**src/rtl/tnn_pkg.sv**
```systemverilog
// Shared types and constants for the TNN feature sequencer and its vector assembler.
// Optional statistics are enabled in the sequencer by defining TNN_SEQ_STATS_EN.
package tnn_pkg;

   localparam int TNN_FEAT_W = 3;
   localparam int TNN_N_FEAT = 5;

   typedef enum logic [1:0] {
      COLLECT = 2'd0,
      EVAL    = 2'd1,
      HOLD    = 2'd2
   } tnn_seq_state_t;

   typedef logic [TNN_N_FEAT*TNN_FEAT_W-1:0] tnn_vec_t;

   // Width of a pointer that can address n slots (at least one bit).
   function automatic int ptr_width(input int n);
      return (n > 1) ? $clog2(n) : 1;
   endfunction

endpackage

```
**src/rtl/tnn_vec_assembler.sv**
```systemverilog
// Collects features into slot registers (slot a at the LSBs) and flags framing errors:
// s_last before the final slot, or a final slot arriving without s_last.
module tnn_vec_assembler
   import tnn_pkg::*;
#(
   parameter int FEAT_W = TNN_FEAT_W,
   parameter int N_FEAT = TNN_N_FEAT
) (
   input  logic                       clk,
   input  logic                       rst_n,
   input  logic                       i_beat,
   input  logic [FEAT_W-1:0]          i_data,
   input  logic                       i_last,
   output logic [N_FEAT*FEAT_W-1:0]   o_vec,
   output logic                       o_frame_done,
   output logic                       o_err_event
);

   localparam int                PTR_W     = ptr_width(N_FEAT);
   localparam logic [PTR_W-1:0]  LAST_SLOT = PTR_W'(N_FEAT - 1);

   logic [PTR_W-1:0]          r_ptr;
   logic [N_FEAT*FEAT_W-1:0]  r_vec;
   logic                      w_at_last;

   assign w_at_last    = (r_ptr == LAST_SLOT);
   assign o_frame_done = i_beat & w_at_last;
   // Early s_last drops the partial frame; a missing s_last still completes it.
   assign o_err_event  = i_beat & (w_at_last ? ~i_last : i_last);
   assign o_vec        = r_vec;

   always_ff @(posedge clk or negedge rst_n) begin
      if (!rst_n) begin
         r_ptr <= '0;
         r_vec <= '0;
      end else if (i_beat) begin
         r_vec[r_ptr*FEAT_W +: FEAT_W] <= i_data;
         if (w_at_last || i_last) begin
            r_ptr <= '0;
         end else begin
            r_ptr <= r_ptr + 1'b1;
         end
      end
   end

endmodule

```
**src/rtl/tnn_feature_sequencer.sv**
```systemverilog
// Streams features into a held classifier vector, samples the decision and returns it
// with a frame index. Define TNN_SEQ_STATS_EN to add the saturating pos_cnt counter.
module tnn_feature_sequencer
   import tnn_pkg::*;
#(
   parameter int FEAT_W = TNN_FEAT_W,
   parameter int N_FEAT = TNN_N_FEAT,
   parameter int IDX_W  = 8,
   parameter int CNT_W  = 16
) (
   input  logic                       clk,
   input  logic                       rst_n,
   input  logic                       s_valid,
   output logic                       s_ready,
   input  logic [FEAT_W-1:0]          s_data,
   input  logic                       s_last,
   output logic [N_FEAT*FEAT_W-1:0]   feat_vec,
   input  logic                       cls_in,
   output logic                       m_valid,
   input  logic                       m_ready,
   output logic                       m_class,
   output logic [IDX_W-1:0]           m_index,
   input  logic                       clr_err,
   output logic                       err_sticky,
`ifdef TNN_SEQ_STATS_EN
   output logic [CNT_W-1:0]           pos_cnt,
`endif
   output logic [1:0]                 o_dbg_state
);

   // Both streams: a transfer happens on a rising edge where valid & ready are high;
   // s_ready and m_valid come from the state register only, never from m_ready.

   tnn_seq_state_t    r_state;
   tnn_seq_state_t    w_next_state;
   logic              r_m_class;
   logic [IDX_W-1:0]  r_m_index;
   logic [IDX_W-1:0]  r_frame_idx;
   logic              r_err_sticky;
   logic              w_beat;
   logic              w_frame_done;
   logic              w_err_event;

   assign s_ready     = rst_n & (r_state == COLLECT);
   assign m_valid     = (r_state == HOLD);
   assign m_class     = r_m_class;
   assign m_index     = r_m_index;
   assign err_sticky  = r_err_sticky;
   assign o_dbg_state = r_state;
   assign w_beat      = s_valid & s_ready;

   tnn_vec_assembler #(
      .FEAT_W (FEAT_W),
      .N_FEAT (N_FEAT)
   ) u_assembler (
      .clk          (clk),
      .rst_n        (rst_n),
      .i_beat       (w_beat),
      .i_data       (s_data),
      .i_last       (s_last),
      .o_vec        (feat_vec),
      .o_frame_done (w_frame_done),
      .o_err_event  (w_err_event)
   );

   always_comb begin
      w_next_state = r_state;
      case (r_state)
         COLLECT: if (w_frame_done) w_next_state = EVAL;
         EVAL:    w_next_state = HOLD;
         HOLD:    if (m_ready) w_next_state = COLLECT;
         default: w_next_state = COLLECT;
      endcase
   end

   always_ff @(posedge clk or negedge rst_n) begin
      if (!rst_n) begin
         r_state     <= COLLECT;
         r_m_class   <= 1'b0;
         r_m_index   <= '0;
         r_frame_idx <= '0;
      end else begin
         r_state <= w_next_state;
         if (r_state == EVAL) begin
            r_m_class   <= cls_in;
            r_m_index   <= r_frame_idx;
            r_frame_idx <= r_frame_idx + 1'b1;
         end
      end
   end

   // A new framing error in the clearing cycle keeps the flag set.
   always_ff @(posedge clk or negedge rst_n) begin
      if (!rst_n) begin
         r_err_sticky <= 1'b0;
      end else if (w_err_event) begin
         r_err_sticky <= 1'b1;
      end else if (clr_err) begin
         r_err_sticky <= 1'b0;
      end
   end

`ifdef TNN_SEQ_STATS_EN
   logic [CNT_W-1:0]  r_pos_cnt;
   logic              w_pos_inc;

   assign w_pos_inc = (r_state == EVAL) & cls_in;
   assign pos_cnt   = r_pos_cnt;

   // Clearing restarts from the decision made in the same cycle, if any.
   always_ff @(posedge clk or negedge rst_n) begin
      if (!rst_n) begin
         r_pos_cnt <= '0;
      end else if (clr_err) begin
         r_pos_cnt <= CNT_W'(w_pos_inc);
      end else if (w_pos_inc && (r_pos_cnt != {CNT_W{1'b1}})) begin
         r_pos_cnt <= r_pos_cnt + 1'b1;
      end
   end
`endif

endmodule

```
**config.mk**
```make
export PLATFORM = sky130hd
export DESIGN_NAME = tnn_feature_sequencer
export DESIGN_NICKNAME = d
export VERILOG_FILES = /design/src/rtl/tnn_pkg.sv /design/src/rtl/tnn_vec_assembler.sv /design/src/rtl/tnn_feature_sequencer.sv
export SDC_FILE = /design/constraint.sdc
export NUM_CORES = 1
export LEC_CHECK = 0
export CAP_MARGIN = 20
export CORE_MARGIN = 10
export CORE_UTILIZATION = 37
export CTS_CLUSTER_DIAMETER = 80
export DETAILED_ROUTE_END_ITERATION = 8
export GPL_ROUTABILITY_DRIVEN = 0
export SLEW_MARGIN = 20
export SYNTH_ARGS = -nofsm -noshare
export SYNTH_HDL_FRONTEND = slang
export SYNTH_HIERARCHICAL = 1
export SYNTH_SLANG_ARGS = --single-unit
```
**constraint.sdc**
```tcl
create_clock -name clk -period 3.6 [get_ports clk]
set_input_delay 0.36 -clock clk [delete_from_list [all_inputs] [get_ports clk]]
set_output_delay 0.36 -clock clk [all_outputs]
set_load 0.1 [all_outputs]
```
==> impl_metrics.toml <==
[timing]
period_share_pct = 68.8
setup_viol_count_final = 0
relSlewSlack_pct = 32.7
max_freq_mhz = 404
layout_min_cycle_time_ps = 2480
report.final.slew_viol_count = 0
rsz0062_at_grt = "false"
hold_viol_final = 0
worstMarginPinSlew_ps = 1010
tns_ps = 0
clock_skew_ps = 3.75

[route]
detail_route.iter0.violations = 31
viasPerCell = 4.85
wirelength_um = 3820
firstDrtPassIters = 4
postRouteAntennaNets = 0
drc = 0
routedWlPerCell_um = 15.1
num_vias = 1228

[synth]
synth_top_area_share_pct = 55.6
syn_area_um2 = 1710
yosysWarnings = 6
yosysTopAreaCell = "dfrtp_1"
synth_top_family_by_area = "simple AND/OR/NAND/NOR gates"
yosysUniqueCellTypes = 29
muxShareOfSynthArea_pct = 5.19
avgSynthCellArea_um2 = 10.9
yosys.area_share.simple_pct = 21.5
synth-compound-area-share_pct = 5.41
yosys_register_bits = 38
synth_fa_ha_area_share_pct = 5.85
syn_inst = 157
ys_seq_area_share_pct = 55.6
syn_nets = 175
ys_top_cells_by_area = "dfrtp_1, nand2_1, ha_1"
synth_xor_xnor_area_share_pct = 3.58

[worst_setup_path]
crit_type = "reg -> out"
crit_fanout = 6
cp-start-kind = "flop"
crit_arrival_ps = 2120
required_ps = 3240
endpoint_kind = "output port"

[layout]
n_antenna_cell = 0
areaGrowthSynthToFinish_pct = 30.2
finalNetCount = 218
fillers = 395
multi_input_area_um2 = 711
seq_area_um2 = 951
fin_util_pct = 50.5
postLayoutCellArea_um2 = 2230
drive_above_1_share_pct = 11.4

[worst_hold_path]
min_path_type = "in -> async"

[floorplan]
initial_core_util_pct = 38.8
die_y_um = 88.0
dieArea_um2 = 7750
core_region_area_um2 = 4410
ios = 39
chipWidth_um = 88.0
rows = 24

[run_status]
outcome = "finished, final reports clean"

[clock_network]
cts_tree = "built"
cts_resized = 0
h-tree-depth = 2
clk_latency_ps = 280
cts_root_buf = "clkbuf_8"
cts_buffers = 5
clock-sinks = 38
postCtsHoldBufs = 0
clockBufferDepth = 2
postCtsSetupBuffers = 0
clk_pin_slew_ps = 70

[job]
drv_cap = 0

[grt]
gr-total-overflow = 0
grt_pass1_vias = 1365
antenna_found_initial = 0
grt_start_max_net_pins = 40
grt_first_pass_wirelength_um = 6760
grt_usage_pct = 11.1

[placement]
place_area_um2 = 2140
io_buffer_count = 38
hpwl_um = 2930
## per-layer routing
layer | global-route usage [%] | share of wire (%)
met5 | 0 | 0
met4 | 3.14 | 0.86
met3 | 4.64 | 7.2
met2 | 19.1 | 51
met1 | 12.2 | 41
## area by class of cell
type / count / area share (%)
clock buffers: 7 / 3.87
multi-input cells: 108 / 31.9
repair buffers: 39 / 17.1
flip-flops and latches: 38 / 42.7
well taps: 52 / 2.92
inverters: 8 / 1.35
clock inverters: 1 / 0.225
## placed cells by master (no fill, tap or decap)
cell	n
xor2_1	4
a21o_1	1
and2_1	3
buf_4	2
nand3_1	7
nor2_1	4
nor2_2	1
clkbuf_8	6
mux2_4	3
and2b_1	1
clkinv_2	1
mux2_2	3
or2_1	1
nand3b_1	3
and3_1	1
or4b_4	1
nand3b_4	1
inv_1	8
and2b_2	1
o21ai_0	10
nor3_2	3
mux2i_1	1
clkbuf_1	1
dfrtp_1	38
xnor2_1	3
a22o_1	4
buf_2	1
ha_1	8
nand2_1	40
nand2b_1	2
nor4b_1	1
clkdlybuf4s50_1	36
nand4_1	1
## state kept, by name, summed over array words and instances, names as in the netlist
name and count:
o_dbg_state 2, u_assembler/r_ptr 3, m_class 1, u_assembler/o_vec 15, err_sticky 1, r_frame_idx 8
m_index 8
## cells in the mapped netlist
| library cell | instances |
|---|---|
| nand2b_1 | 2 |
| buf_2 | 1 |
| nor4b_1 | 1 |
| inv_1 | 8 |
| or2_1 | 1 |
| buf_4 | 2 |
| nand3_1 | 7 |
| xor2_1 | 4 |
| and2b_2 | 1 |
| nand2_1 | 40 |
| nor2_1 | 4 |
| nand3b_4 | 1 |
| o21ai_0 | 10 |
| and2_1 | 3 |
| mux2i_1 | 1 |
| nor3_2 | 3 |
| nand3b_1 | 3 |
| nor2_2 | 1 |
| and2b_1 | 1 |
| a22o_1 | 4 |
| or4b_4 | 1 |
| mux2_4 | 3 |
| nand4_1 | 1 |
| and3_1 | 1 |
| mux2_2 | 3 |
| ha_1 | 8 |
| xnor2_1 | 3 |
| a21o_1 | 1 |
| dfrtp_1 | 38 |
## path summary, 6_finish.rpt
| check | startpoint | to | slack [ps] | cells after the start |
|---|---|---|---|---|
| max in group asynchronous | rst_n | u_assembler/o_vec[9] | 3100 | 2 |
| worst max-delay path | o_dbg_state[0] | m_valid | 1120 | 3 |
| worst max register to register | u_assembler/r_ptr[0] | u_assembler/o_vec[6] | 1320 | 6 |
| min in group clk | r_frame_idx[7] | r_frame_idx[7] | 480 | 1 |
| worst min-delay path | rst_n | o_dbg_state[1] | 160 | 2 |
| worst min register to register | r_frame_idx[7] | r_frame_idx[7] | 480 | 1 |
## cell families (layout without fill, tap and decap cells)
kind of cell | after synthesis | in the layout
AOI/OAI and AO/OA | 15 | 15
xor gates and xnor gates | 7 | 7
and+or+nand+nor | 71 | 71
DFF | 38 | 38
muxes | 7 | 7
buffers and inverters | 11 | 55
adders and majority gates | 8 | 8
## critical path, cell delays in order, from the launching register on
cell	delay [ps]
dfrtp_1	450
nand2b_1	180
inv_1	60
clkdlybuf4s50_1	1140
## through the flow
stage | cells | hold WS (ps) | setup slack [ps]
floorplan | 157 | 64.4 | 1360
CTS | 253 | 165 | 1100
finish | 253 | 158 | 1120
global route | 253 | 200 | 1020
detailed placement | 245 | 470 | 1240
global placement | 245 | 459 | 1340
Power is not shown: default switching activity piles up to over one toggle a cycle in this logic, so the estimate is an artifact.
